## config.mk

```make
export PLATFORM = sky130hd
export DESIGN_NAME = sm_sorter
export DESIGN_NICKNAME = d
export VERILOG_FILES = /design/src/rtl/sm_pkg.sv /design/src/rtl/comparator.sv /design/src/rtl/sm_sorter.sv
export SDC_FILE = /design/constraint.sdc
export NUM_CORES = 1
export LEC_CHECK = 0
export CORE_ASPECT_RATIO = 2
export CORE_MARGIN = 10
export CORE_UTILIZATION = 40
export CTS_CLUSTER_SIZE = 20
export DETAILED_ROUTE_END_ITERATION = 10
export SLEW_MARGIN = 0
export SYNTH_ARGS = -nofsm -noshare
export SYNTH_HDL_FRONTEND = slang
export SYNTH_SLANG_ARGS = --single-unit
```

## constraint.sdc

```tcl
create_clock -name i_clk -period 6.3 [get_ports i_clk]
set_input_delay 0.945 -clock i_clk [delete_from_list [all_inputs] [get_ports i_clk]]
set_output_delay 0.945 -clock i_clk [all_outputs]
set_load 0.01 [all_outputs]
```

## src/rtl/sm_pkg.sv

```systemverilog
// Shared types and defaults for the sign-magnitude sorter.
package sm_pkg;

  localparam int unsigned N_DEF = 8;
  localparam int unsigned M_DEF = 4;

  typedef enum logic [1:0] {
    LOAD,
    SORT,
    OUT
  } sm_state_t;

  // Index counter width for an M-entry array, never below one bit.
  function automatic int unsigned idx_width(input int unsigned m);
    return (m > 1) ? $clog2(m) : 1;
  endfunction

endpackage

```

## src/rtl/comparator.sv

```systemverilog
// Sign-magnitude comparator: ge_o = (a_i >= b_i), with +0 ranked above -0.
module comparator #(
  parameter int unsigned N = 8
) (
  input  logic [N-1:0] a_i,
  input  logic [N-1:0] b_i,
  output logic         ge_o
);

  localparam int unsigned MW = N - 1;

  logic          sign_a;
  logic          sign_b;
  logic [MW-1:0] mag_a;
  logic [MW-1:0] mag_b;

  assign sign_a = a_i[N-1];
  assign sign_b = b_i[N-1];
  assign mag_a  = a_i[MW-1:0];
  assign mag_b  = b_i[MW-1:0];

  // Among negatives a smaller magnitude is the larger value.
  always_comb begin
    ge_o = 1'b0;
    if (sign_a != sign_b) begin
      ge_o = ~sign_a;
    end else if (!sign_a) begin
      ge_o = (mag_a >= mag_b);
    end else begin
      ge_o = (mag_a <= mag_b);
    end
  end

endmodule

```

## src/rtl/sm_sorter.sv

```systemverilog
// Batch sorter: loads M sign-magnitude values, bubble-sorts them descending
// through one shared comparator, then streams them out largest first.
module sm_sorter
  import sm_pkg::*;
#(
  parameter int unsigned N = N_DEF,
  parameter int unsigned M = M_DEF
) (
  input  logic         i_clk,
  input  logic         i_rst,
  input  logic         i_valid,
  input  logic [N-1:0] i_data,
  output logic         o_ready,
  output logic         o_valid,
  output logic [N-1:0] o_data,
  input  logic         i_ready,
  output logic         o_busy
);

  localparam int unsigned CW       = idx_width(M);
  localparam logic [CW-1:0] LAST   = CW'(M - 1);
  localparam logic [CW-1:0] LAST_J = CW'(M - 2);

  sm_state_t     state_q, state_d;
  logic [CW-1:0] k_q, k_d;
  logic [CW-1:0] j_q, j_d;
  logic [CW-1:0] p_q, p_d;
  logic [N-1:0]  r_q [M];
  logic [N-1:0]  r_d [M];

  logic [N-1:0]  cmp_a;
  logic [N-1:0]  cmp_b;
  logic          cmp_ge;
  logic          in_fire;
  logic          out_fire;

  // Shared comparator operands: adjacent pair selected by j.
  always_comb begin
    cmp_a = '0;
    cmp_b = '0;
    for (int unsigned i = 0; i < M - 1; i++) begin
      if (j_q == CW'(i)) begin
        cmp_a = r_q[i];
        cmp_b = r_q[i+1];
      end
    end
  end

  comparator #(.N(N)) u_cmp (
    .a_i  (cmp_a),
    .b_i  (cmp_b),
    .ge_o (cmp_ge)
  );

  // Outputs depend only on registered state, never on i_valid or i_ready.
  always_comb begin
    o_ready = (state_q == LOAD);
    o_valid = (state_q == OUT);
    o_busy  = (state_q == SORT);
    o_data  = '0;
    if (state_q == OUT) begin
      for (int unsigned i = 0; i < M; i++) begin
        if (k_q == CW'(i)) o_data = r_q[i];
      end
    end
  end

  assign in_fire  = i_valid & o_ready;
  assign out_fire = o_valid & i_ready;

  always_comb begin
    state_d = state_q;
    k_d     = k_q;
    j_d     = j_q;
    p_d     = p_q;
    r_d     = r_q;
    case (state_q)
      LOAD: begin
        if (in_fire) begin
          for (int unsigned i = 0; i < M; i++) begin
            if (k_q == CW'(i)) r_d[i] = i_data;
          end
          if (k_q == LAST) begin
            k_d     = '0;
            j_d     = '0;
            p_d     = '0;
            state_d = SORT;
          end else begin
            k_d = k_q + CW'(1);
          end
        end
      end
      SORT: begin
        // Swap only on strict a < b so equal encodings keep their order.
        if (!cmp_ge) begin
          for (int unsigned i = 0; i < M - 1; i++) begin
            if (j_q == CW'(i)) begin
              r_d[i]   = r_q[i+1];
              r_d[i+1] = r_q[i];
            end
          end
        end
        if (j_q == LAST_J) begin
          j_d = '0;
          if (p_q == LAST_J) begin
            p_d     = '0;
            state_d = OUT;
          end else begin
            p_d = p_q + CW'(1);
          end
        end else begin
          j_d = j_q + CW'(1);
        end
      end
      OUT: begin
        if (out_fire) begin
          if (k_q == LAST) begin
            k_d     = '0;
            state_d = LOAD;
          end else begin
            k_d = k_q + CW'(1);
          end
        end
      end
      default: begin
        state_d = LOAD;
        k_d     = '0;
        j_d     = '0;
        p_d     = '0;
      end
    endcase
  end

  always_ff @(posedge i_clk or posedge i_rst) begin
    if (i_rst) begin
      state_q <= LOAD;
      k_q     <= '0;
      j_q     <= '0;
      p_q     <= '0;
      for (int unsigned i = 0; i < M; i++) r_q[i] <= '0;
    end else begin
      state_q <= state_d;
      k_q     <= k_d;
      j_q     <= j_d;
      p_q     <= p_d;
      r_q     <= r_d;
    end
  end

endmodule

```

==> flow_metrics.py <==
metrics = {
    "floorplanning": {
        "ios": 23,
        "die_w_um": 81.2,
        "die_area_mm2": 0.0116,
        "initial_core_util": 0.412,
        "die_h_um": 142,
        "num_rows": 44,
        "core_area_mm2": 0.00727,
    },
    "setup_path": {
        "r2r_start": "j_q[1]",
        "cp_slowest_cell": "nor2b_2",
        "worst_r2r_endpoint": "r_q[7]",
        "end_kind": "flip-flop",
        "cpPeakStageDelay_ns": 0.84,
        "crit_required_ns": 6.47,
        "crit_fanout": 26,
        "r2r_setup_slack_ns": 2.20,
        "arrival_ns": 4.27,
        "cp.buffers_inverters": 0,
        "path_cells": "nor2b_2 -> a21oi_1 -> ha_1 -> nor2b_1 -> o21a_1 -> o311ai_1 -> o211ai_2 -> a221oi_4 -> mux2_2",
        "worst-setup-path-type": "reg2reg",
        "start_kind": "flip-flop",
        "crit_family": "compound AO/OA/AOI/OAI gates",
        "r2r_cells": 9,
    },
    "global_route": {
        "grt_max_degree": 41,
        "track_usage": 0.151,
        "grt_pass1_vias": 2740,
        "grt_pass1_wl_mm": 13.7,
        "antenna_found_initial": 0,
        "grt_overflow_total": 0,
    },
    "route": {
        "remaining_drc_errors": 0,
        "drt_iter0_markers": 232,
        "firstDrtPassIters": 4,
        "avgRoutedWirePerCell_um": 18.2,
        "wirelength_mm": 8.39,
        "via_per_inst": 5.88,
        "vias": 2705,
        "ant_nets": 0,
    },
    "timing": {
        "fin_crit_sh": 0.651,
        "fin_skew_ns": 0.00415,
        "tightest_slew_ns": 1.08,
        "finalSetupViolCount": 0,
        "rsz0062_at_grt": "no",
        "period_minus_slack_ns": 4.10,
        "hold_viol_final": 0,
        "max_freq_mhz": 244,
        "relSlewSlack": 0.280,
        "setup_slack_ns": 2.20,
        "final.setup.tns_ns": 0,
        "slew_viol_final": 0,
        "whs_ns": 0.537,
    },
    "logic_synthesis": {
        "ys_warn_count": 0,
        "synth_fa_ha_area_frac": 0.0460,
        "synthDominantCellAreaShare": 0.334,
        "synth.distinct_cells": 37,
        "seq_area_frac_synth": 0.334,
        "synth-simple-area-share": 0.191,
        "synthXorXnorAreaFrac": 0,
        "syn_nets": 383,
        "synth_area_leader_cell": "dfrtp_1",
        "netlist_instances": 360,
        "ys_seq_elements": 40,
        "synth-compound-area-share": 0.206,
        "post_synth_mux_area_share": 0.178,
        "synthArstFlopShare": 1.00,
        "synth.most_common_cell": "nand2_1",
        "synth_top_family_by_area": "compound AO/OA/AOI/OAI gates",
        "synth_ff_type": "dfrtp_1",
        "synth_edf_count": 0,
        "yosys-top-cells-area": "dfrtp_1 33%, mux2_2 12%, nand2_1 8.5%",
        "ys_top_cells_by_count": "68 x nand2_1, 41 x a21oi_1, 40 x dfrtp_1, 40 x nor2_1, 33 x mux2_2",
        "syn_area_mm2": 0.00299,
        "syn_avg_cell_area_um2": 8.32,
    },
    "clocking": {
        "clk_pin_slew_ns": 0.06,
        "cts_tree": "done",
        "cts_made_buffers": 5,
        "root_buffer": "clkbuf_16",
        "cts_sinks": 40,
        "post_cts_resized": 0,
        "postCtsSetupBuffers": 0,
        "hold_buffers": 0,
        "cts_buffer_depth": 2,
        "clk_latency_ns": 0.28,
        "htree_num_levels": 2,
    },
    "placed_design": {
        "io_buffers": 22,
        "globalplace.congestion": 0.843,
        "place_ws_ns": 2.19,
        "dp.cells": 452,
        "hpwl_mm": 5.82,
        "dpl_cell_area_mm2": 0.00325,
    },
    "min_path": {
        "hp-class": "reg2reg",
        "hold_path_depth": 1,
        "holdPathEnd": "p_q[1]",
        "min_from": "p_q[1]",
    },
    "power": {
        "p_total_mw": 2.21,
        "peakVddDrop_uv": 264,
        "p_leak_nw": 1.47,
        "power_density_mw_per_mm2": 650,
    },
    "layout": {
        "nNetsFinal": 390,
        "antenna_cells": 0,
        "finalNonFillerCells": 460,
        "n_fill_cell": 728,
        "syn_to_final_growth_pct": 13.6,
        "final_area_mm2": 0.00340,
        "drive_gt1_frac": 0.133,
        "final_core_util": 0.468,
    },
    "run": {
        "cap_violations": 0,
    },
    "status": {
        "status": "finished, final reports clean",
    },
}
-- state kept, by name, summed over array words and instances, names as in the netlist --
name	count
r_q	32
j_q	2
p_q	2
state_q	2
k_q	2
-- where the power goes --
part,total (mW),internal (mW),switching [mW]
combinational,1.38,0.636,0.749
clock,0.259,0.158,0.101
sequential,0.569,0.388,0.181
-- logic make-up (layout without fill, tap and decap cells) --
group / Yosys count / count (layout)
AND/OR/NAND/NOR: 133 / 133
multiplexers: 49 / 49
buffers and inverters: 33 / 41
flip-flops: 40 / 40
AO/OA/AOI/OAI: 94 / 94
adder cells (fa/ha/maj): 11 / 11
-- layer usage --
layer	global-route usage	up-vias	share of wire
met1	0.163	1316	0.39
met3	0.0329	25	0.048
li1	-	1280	-
met4	0.0834	0	0.040
met5	0	-	0
met2	0.261	84	0.52
-- area by class of cell --
| type | count | area, um2 | share of cell area |
|---|---|---|---|
| Tap cell | 92 | 115 | 0.0338 |
| Timing Repair Buffer | 27 | 258 | 0.0758 |
| Multi-Input combinational cell | 287 | 1860 | 0.546 |
| Clock buffer | 8 | 146 | 0.0430 |
| Sequential cell | 40 | 1000 | 0.294 |
| Inverter | 6 | 22.5 | 0.00662 |
-- cell usage in the layout (no fill, tap or decap), types with 2 or more instances in the layout --
master           count
clkbuf_16            5
a21oi_1             41
ha_1                11
nand2b_1             3
a31oi_1              8
a221oi_1             6
clkbuf_1             2
nand3_1              3
mux2_2              33
a22oi_1              2
a22o_1               8
o21ai_0             11
a21o_1               2
nand3b_1             9
o22ai_1              3
dfrtp_1             40
mux2i_1             16
o21a_1               4
buf_4                5
clkdlybuf4s50_1     22
nor2b_1              6
nor2_1              40
and3_1               2
inv_1                5
nand2_1             68
-- worst max path at each step --
stage	startpoint	end	depth (start not counted)	slack (ns)
floorplan	j_q[0]	r_q[0]	11	2.77
detailed placement	j_q[1]	r_q[3]	9	2.19
CTS	j_q[1]	r_q[7]	9	2.18
global placement	j_q[1]	r_q[0]	10	2.31
global route	j_q[1]	r_q[16]	9	1.89
finish	j_q[1]	r_q[7]	9	2.20
Power figures use the tool's default switching activity.
